$ cat config.mk
export PLATFORM = sky130hd
export DESIGN_NAME = sha256_msg_scheduler
export DESIGN_NICKNAME = d
export VERILOG_FILES = /design/src/rtl/sha256_msg_scheduler.sv
export SDC_FILE = /design/constraint.sdc
export NUM_CORES = 1
export LEC_CHECK = 0
export ABC_AREA = 1
export CORE_MARGIN = 2
export CORE_UTILIZATION = 45
export DETAILED_ROUTE_END_ITERATION = 10
export GPL_TIMING_DRIVEN = 0
export RECOVER_POWER = 50
export SKIP_CTS_REPAIR_TIMING = 1
export SLEW_MARGIN = 40
export SYNTH_ARGS = -nofsm -noshare
export SYNTH_HDL_FRONTEND = slang
export SYNTH_SLANG_ARGS = --single-unit
$ cat constraint.sdc
create_clock -name clk -period 7.6 [get_ports clk]
set_input_delay 1.14 -clock clk [delete_from_list [all_inputs] [get_ports clk]]
set_output_delay 1.14 -clock clk [all_outputs]
set_load 0.005 [all_outputs]
$ cat src/rtl/sha256_msg_scheduler.sv
// SHA-256 message scheduler: fetches 16 words per 512-bit block, expands them
// to W[0..63] and streams each word to the compression rounds over valid/ready.
module sha256_msg_scheduler #(
  parameter int ADDR_W = 8,
  parameter int BLK_W  = 4
) (
  input  logic              clk,
  input  logic              rst,
  input  logic              start,
  input  logic [BLK_W-1:0]  num_blocks,
  output logic              req_word,
  output logic [ADDR_W-1:0] word_address,
  input  logic [31:0]       word_data,
  input  logic              word_valid,
  output logic [31:0]       w_out,
  output logic              w_valid,
  output logic [5:0]        w_round,
  input  logic              w_ready,
  output logic              busy,
  output logic              block_done,
  output logic              all_done
);

  typedef enum logic [2:0] {S_IDLE, S_FETCH, S_EXPAND, S_EMIT, S_FINISH} state_t;

  state_t            state_q, state_d;
  logic [5:0]        t_q, t_d;
  logic [BLK_W-1:0]  blk_q, blk_d;
  logic [BLK_W-1:0]  nblk_q, nblk_d;
  logic [15:0][31:0] win_q, win_d;
  logic [31:0]       w_out_q, w_out_d;
  logic [5:0]        w_round_q, w_round_d;
  logic              w_valid_q, w_valid_d;
  logic              busy_q, busy_d;
  logic              block_done_q, block_done_d;
  logic              all_done_q, all_done_d;
  logic [31:0]       expand_w;
  logic [BLK_W+3:0]  addr_raw;

  function automatic logic [31:0] rotr(input logic [31:0] x, input int n);
    return (x >> n) | (x << (32 - n));
  endfunction

  function automatic logic [31:0] sig0(input logic [31:0] x);
    return rotr(x, 7) ^ rotr(x, 18) ^ (x >> 3);
  endfunction

  function automatic logic [31:0] sig1(input logic [31:0] x);
    return rotr(x, 17) ^ rotr(x, 19) ^ (x >> 10);
  endfunction

  // win_q[15] is W[t-1] and win_q[0] is W[t-16] when W[t] is being computed.
  assign expand_w = sig1(win_q[14]) + win_q[9] + sig0(win_q[1]) + win_q[0];

  assign addr_raw     = {blk_q, t_q[3:0]};
  assign word_address = ADDR_W'(addr_raw);
  assign w_out        = w_out_q;
  assign w_valid      = w_valid_q;
  assign w_round      = w_round_q;
  assign busy         = busy_q;
  assign block_done   = block_done_q;
  assign all_done     = all_done_q;

  always_comb begin
    state_d      = state_q;
    t_d          = t_q;
    blk_d        = blk_q;
    nblk_d       = nblk_q;
    win_d        = win_q;
    w_out_d      = w_out_q;
    w_round_d    = w_round_q;
    w_valid_d    = w_valid_q;
    busy_d       = busy_q;
    block_done_d = 1'b0;
    all_done_d   = 1'b0;
    req_word     = 1'b0;
    case (state_q)
      S_IDLE: begin
        if (start) begin
          nblk_d  = num_blocks;
          blk_d   = '0;
          t_d     = '0;
          busy_d  = 1'b1;
          state_d = S_FETCH;
        end
      end
      S_FETCH: begin
        req_word = 1'b1;
        if (word_valid) begin
          w_out_d   = word_data;
          w_round_d = t_q;
          w_valid_d = 1'b1;
          state_d   = S_EMIT;
        end
      end
      S_EXPAND: begin
        w_out_d   = expand_w;
        w_round_d = t_q;
        w_valid_d = 1'b1;
        state_d   = S_EMIT;
      end
      S_EMIT: begin
        if (w_ready) begin
          win_d     = {w_out_q, win_q[15:1]};
          w_valid_d = 1'b0;
          if (t_q != 6'd63) begin
            t_d     = t_q + 6'd1;
            state_d = (t_q < 6'd15) ? S_FETCH : S_EXPAND;
          end else begin
            block_done_d = 1'b1;
            if (blk_q != nblk_q) begin
              blk_d   = blk_q + 1'b1;
              t_d     = '0;
              state_d = S_FETCH;
            end else begin
              state_d = S_FINISH;
            end
          end
        end
      end
      S_FINISH: begin
        all_done_d = 1'b1;
        busy_d     = 1'b0;
        state_d    = S_IDLE;
      end
      default: state_d = S_IDLE;
    endcase
  end

  always_ff @(posedge clk) begin
    if (rst) begin
      state_q      <= S_IDLE;
      t_q          <= '0;
      blk_q        <= '0;
      nblk_q       <= '0;
      win_q        <= '0;
      w_out_q      <= '0;
      w_round_q    <= '0;
      w_valid_q    <= 1'b0;
      busy_q       <= 1'b0;
      block_done_q <= 1'b0;
      all_done_q   <= 1'b0;
    end else begin
      state_q      <= state_d;
      t_q          <= t_d;
      blk_q        <= blk_d;
      nblk_q       <= nblk_d;
      win_q        <= win_d;
      w_out_q      <= w_out_d;
      w_round_q    <= w_round_d;
      w_valid_q    <= w_valid_d;
      busy_q       <= busy_d;
      block_done_q <= block_done_d;
      all_done_q   <= all_done_d;
    end
  end

endmodule

# [After elaboration in Yosys (flattened, before gate mapping)]
# Cells that the tools add are included.
[word_totals] regBits=571 inputBits=41 output_inout_bits=51 wordCells=97
[op_classes] add_sub_neg=5 order_cmp=1 n_eq_ne=12 n_mux=29 bitwise_logic=10 reduce_logical=14
[op_table] op="adder 32 bit" count=3
[op_table] op="one-hot mux 32 bit (2 select lines)" count=1
[op_table] op="bitwise XOR 32 bit" count=2
[op_table] op="two-way mux 32 bit" count=1
[op_table] op="bitwise OR 13 x 32 -> 32 bit" count=1
[op_table] op="bitwise OR 14 x 32 -> 32 bit" count=1
[op_table] op="bitwise OR 15 x 32 -> 32 bit" count=1
[op_table] op="bitwise OR 25 x 32 -> 32 bit" count=1
[op_table] op="bitwise XOR 32 x 22 -> 32 bit" count=1
[op_table] op="bitwise XOR 32 x 29 -> 32 bit" count=1
[op_table] op="two-way mux 6 bit" count=5
[op_table] op="one-hot mux 6 bit (2 select lines)" count=2
[op_table] op="two-way mux 4 bit" count=4
[op_table] op="two-way mux 3 bit" count=5
[op_table] op="one-hot mux 3 bit (4 select lines)" count=1
[op_table] op="inequality test 2 bit, second input constant" count=5
[op_table] op="one-hot mux 4 bit (2 select lines)" count=1
[op_table] op="AND reduction 2 bit" count=4
[op_table] op="adder 6 x 1 -> 6 bit, second input constant" count=1
[op_table] op="equality test 3 x 2 -> 1 bit, second input constant" count=2
[op_table] op="< comparator 6 x 4 -> 1 bit, second input constant" count=1
[op_table] op="two-way mux 1 bit" count=6
[op_table] op="inequality test 6 bit, second input constant" count=1
[op_table] op="AND reduction 3 bit" count=2
[op_table] op="other kinds (15)" count=18

# [Longest topological paths before layout]
[logic_depth] word_depth=7 depth_mapped=20 depth_no_buf=20

# [Least setup slack after synthesis]
# Ideal clock, no wire load.
[synth_path] path_kind="register -> register" start="register win_q[466] (netlist bit)" end="register w_out_q[29], in the netlist w_out[29]" setup_ns=0.132 arrival_ns=3.247 t_required_ns=7.468 slack_ns=4.220 path_stages_with_launch=20 n_path_buf=1 period_less_slack_ns=3.380 cell_sequence="dfxtp_1 clkbuf_1 xnor2_1 xor2_1 fa_1 fa_1 inv_1 ha_1 inv_1 fa_1 inv_1 nand3_1 nand3_1 nand3_1 nand3_1 nand2_1 nand3_1 nand3_1 nand2_1 a21oi_1"
[synth_between] elab_chain_len=7
[synth_rtl] element="start: declaration" line_no="30" source="logic [15:0][31:0] win_q, win_d;"
[synth_rtl] element="start signal: assignment" line_no="148" source="win_q <= win_d;"
[synth_rtl] element="bitwise OR 15 x 32 -> 32 bit" line_no="41" source="return (x >> n) | (x << (32 - n));"
[synth_rtl] element="bitwise XOR 32 bit" line_no="49" source="return rotr(x, 17) ^ rotr(x, 19) ^ (x >> 10);"
[synth_rtl] element="bitwise XOR 32 x 22 -> 32 bit *" line_no="49"
[synth_rtl] element="adder 32 bit * (3 in a row)" line_no="53" source="assign expand_w = sig1(win_q[14]) + win_q[9] + sig0(win_q[1]) + win_q[0];"
[synth_rtl] element="one-hot mux 32 bit (2 select lines) *" line_no="77" source="case (state_q)"
[synth_rtl] element="end signal: assignment" line_no="149" source="w_out_q <= w_out_d;"
[synth_rtl] element="end: declaration" line_no="31" source="logic [31:0] w_out_q, w_out_d;"
# Every way passes the cells marked *; elsewhere a longest branch is shown, timed or not.
# A chain may end at the register's enable or synchronous reset.

# [Final worst setup path]
# Same ends and word-level chain as after synthesis.

==> summary.md <==
| Metric | Value |
|---|---|
| Cell chosen for the clock root | clkbuf_16 |
| Worst Setup Path Type | reg2reg |
| CTS tree | built |
| Ports | 92 |
| Final Setup Violations | 0 |
| Avg Inst Size Synth | 7.58 um2 |
| Tmin final | 4.38 ns |
| Final Core Density | 0.519 |
| Post-synth cell types | 35 |
| Clock slew at reported path FFs | 0.07 ns |
| Worst VDD drop | 0.170 mV |
| Sequential share of power | 0.470 |
| DIE WIDTH | about 240 um |
| Initial antenna violation count | 1 |
| Critical R2R Capture | w_out[29] |
| Avg WL per Cell | 18.8 um |
| CP Data Arrival Time | 4.87 ns |
| Effective utilization at floorplan | 0.453 |
| Critical Path Sink Type | flip-flop |
| # rows | 86 |
| Routed wire length | 78800 um |
| Slew @ Worst Pin | 1.15 ns |
| CP max-delay cell | fa_1 |
| Max-slew headroom | 0.229 |
| CTS H-tree depth | 2 |
| Placed cells | ~4100 |
| Yosys reg bits | 571 |
| Clk network pwr share | 0.425 |
| Post-synth net total | 3417 |
| Global-route wire length before repair | 119000 um |
| Max clock buf depth | 3 |
| Crit. path cell count | 19 |
| Residual DRC | 0 |
| Total Die Area | approximately 57000 um2 |
| DR iter-0 viols | roughly 1600 |
| Post-synth top area cell | dfxtp_1 |
| Setup TNS | 0 ns |
| Crit-path most repeated cell | nand3_1 |
| Top cells by area, synth | dfxtp_1 46%, nor2_1 14%, o21ai_0 11% |
| Fmax | 228 MHz |
| Slew Viols, Final | 0 |
| Worst Setup SP | win_q[466] |
| Final Skew | 0.0243 ns |
| Most common cell in the netlist | nor2_1 |
| Seq/Total Area, Yosys | 0.460 |
| CP bufs+invs | 4 |
| R2R setup slack | about 3.2 ns |
| RSZ-0062 raised after global routing | no |
| Crit path required time | 8.09 ns |
| Crit path cell chain | clkbuf_1, xnor2_1, xor2_1, fa_1, fa_1, inv_1, ha_1, inv_1, fa_1, inv_1, nand3_1, nand3_1, nand3_1, nand3_1, nand2_1, nand3_1, nand3_1, nand2_1, a21oi_1 |
| Status | complete, no violations |
| CTS buffer count | 60 |
| Combinational fraction of design power | 0.105 |
| Non-filler cells, final | 4179 |
| Share of cells above drive strength 1 | 0.0363 |
| DP Wirelength | 60700 um |
| Gr usage total | 0.273 |
| Fraction of registers with async set/reset | 0 |
| Fillers | 5403 |
| Crit-path max FO | 6 |
| Hold path depth | 2 |
| Top cell type's share of synthesized area | 0.460 |
| Insertion delay to the later sink of the worst-skew pair | 0.63 ns |
| Mapped Area | 24900 um2 |
| Max cap viols | 0 |
| Hold Crit Class | reg2reg |
| Hold_ws | 0.471 ns |
| Routed vias | 21619 |
| Gp weighted congestion | 0.942 |
| EDFF count, synth | 0 |
| Vias in the first global route | 20681 |
| Layout net count | roughly 3600 |
| Routed Antenna Nets | 0 |
| Core area | 54900 um2 |
| Post-synthesis cell count | between 3000 and 4000 |
| Reg2Reg Depth | 19 |
| Reg-to-Reg Start | win_q[466] |
| Critical Path End | w_out[29] |
| Sink Count | between 500 and 600 |
| TritonRoute pass-1 iters | 5 |
| PwrDens | ~240 nW/um2 |
| Top delay family on crit path | adder cells |
| Synth Warn # | 0 |
| Synth cell count leaders | 904 x nor2_1, 571 x dfxtp_1, 545 x o21ai_0, 290 x nand2_1, 249 x inv_1 |
| Internal power | 5.05 mW |
| Psw | 1.78 mW |
| Final Hold Fails | 0 |
| Leakage | 13.3 nW |
| Port Buffer Count | 90 |
| Die H | 239 um |
| Predominant post-synthesis flop cell | dfxtp_1 |
| Startpoint types | flip-flop |
| Switching Share | 0.260 |
| Largest net degree at the start of global routing | 16 |
| Max incr delay on CP | just over 0.5 ns |
| Grt total ovfl | 0 |
| Diode count | 0 |
| Average vias per placed instance | roughly 5.2 |
| Part of the cycle the worst path needs | 0.577 |
| P&R area growth vs syn | 14.4% |
-- state kept, by name, summed over array words and instances (netlist names), 3 cells and up --
signal	flops
win_q	512
w_out	32
t_q	6
w_round	6
blk_q	4
nblk_q	4
state_q	3
-- worst min-delay path, stage by stage (launching register included) --
cell,delay (ns)
dfxtp_1,0.31
nand2_1,0.06
a21oi_1,0.05
-- per-stage QoR --
stage	setup WS (ns)	total power, mW	cell area, um2
floorplan	4.22	3.66	24900
detailed placement	3.22	3.98	26700
CTS	3.23	6.87	28600
global route	3.00	7.06	28500
global placement	3.24	3.97	26700
finish	3.22	6.82	28500
-- logic make-up after synthesis --
kind of cell	synth area share
and+or+nand+nor	0.200
xor gates and xnor gates	0.0482
buffers and inverters	0.0740
AOI/OAI and AO/OA	0.151
adders and majority gates	0.0665
DFF	0.460
-- power groups by stage --
stage / logic (mW) / clock network (mW) / registers, mW
after detailed placement: 0.716 / 0 / 3.27
after floorplan: 0.435 / 0 / 3.23
after global placement: 0.708 / 0 / 3.27
after global routing: 0.789 / 3.06 / 3.21
after CTS: 0.722 / 2.94 / 3.20
final: 0.715 / 2.90 / 3.21
-- cell type report --
| class | instances | area, um2 | share of cell area |
|---|---|---|---|
| timing repair buffer | 90 | 901 | 0.0316 |
| inverter | 255 | 957 | 0.0336 |
| clock inverter | 17 | 151 | 0.00532 |
| buffer | 204 | 816 | 0.0287 |
| multi-input combinational | 2251 | 11600 | 0.406 |
| tap | 704 | 881 | 0.0309 |
| sequential | 571 | 11400 | 0.402 |
| clock buffer | 87 | 1780 | 0.0624 |
-- worst min-delay path by stage --
stage	slack, ns	from	end
2_1_floorplan	0.45	win_q[132]	win_q[100]
3_5_place_dp	0.46	win_q[487]	win_q[455]
6_report	0.47	busy	busy
3_3_place_gp	0.46	busy	busy
5_1_grt	0.50	win_q[132]	win_q[100]
4_1_cts	0.48	busy	busy
-- placed cells by master (no fill, tap or decap), types with 8 or more instances in the layout --
master / synthesis / routed
nor2_1: 904 / 906
nor3_1: 6 / 8
o21ai_0: 545 / 545
ha_1: 33 / 33
a21oi_1: 168 / 168
xor2_1: 72 / 72
buf_2: 65 / 15
clkbuf_1: 131 / 193
dfxtp_1: 571 / 571
clkdlybuf4s50_1: 0 / 89
o21a_1: 11 / 11
clkbuf_16: 0 / 62
clkinv_2: 0 / 12
inv_1: 249 / 250
nand2_1: 290 / 292
xnor2_1: 65 / 65
fa_1: 62 / 62
clkbuf_8: 0 / 13
nand3_1: 59 / 59
-- layer usage --
metal | vias up | track usage | part of all wire
li1 | 10699 | - | -
met1 | 10240 | 0.371 | 0.46
met2 | 551 | 0.437 | 0.45
met3 | 129 | 0.0500 | 0.059
met4 | 0 | 0.0900 | 0.031
met5 | - | 0 | 0
Power figures use the tool's default switching activity.
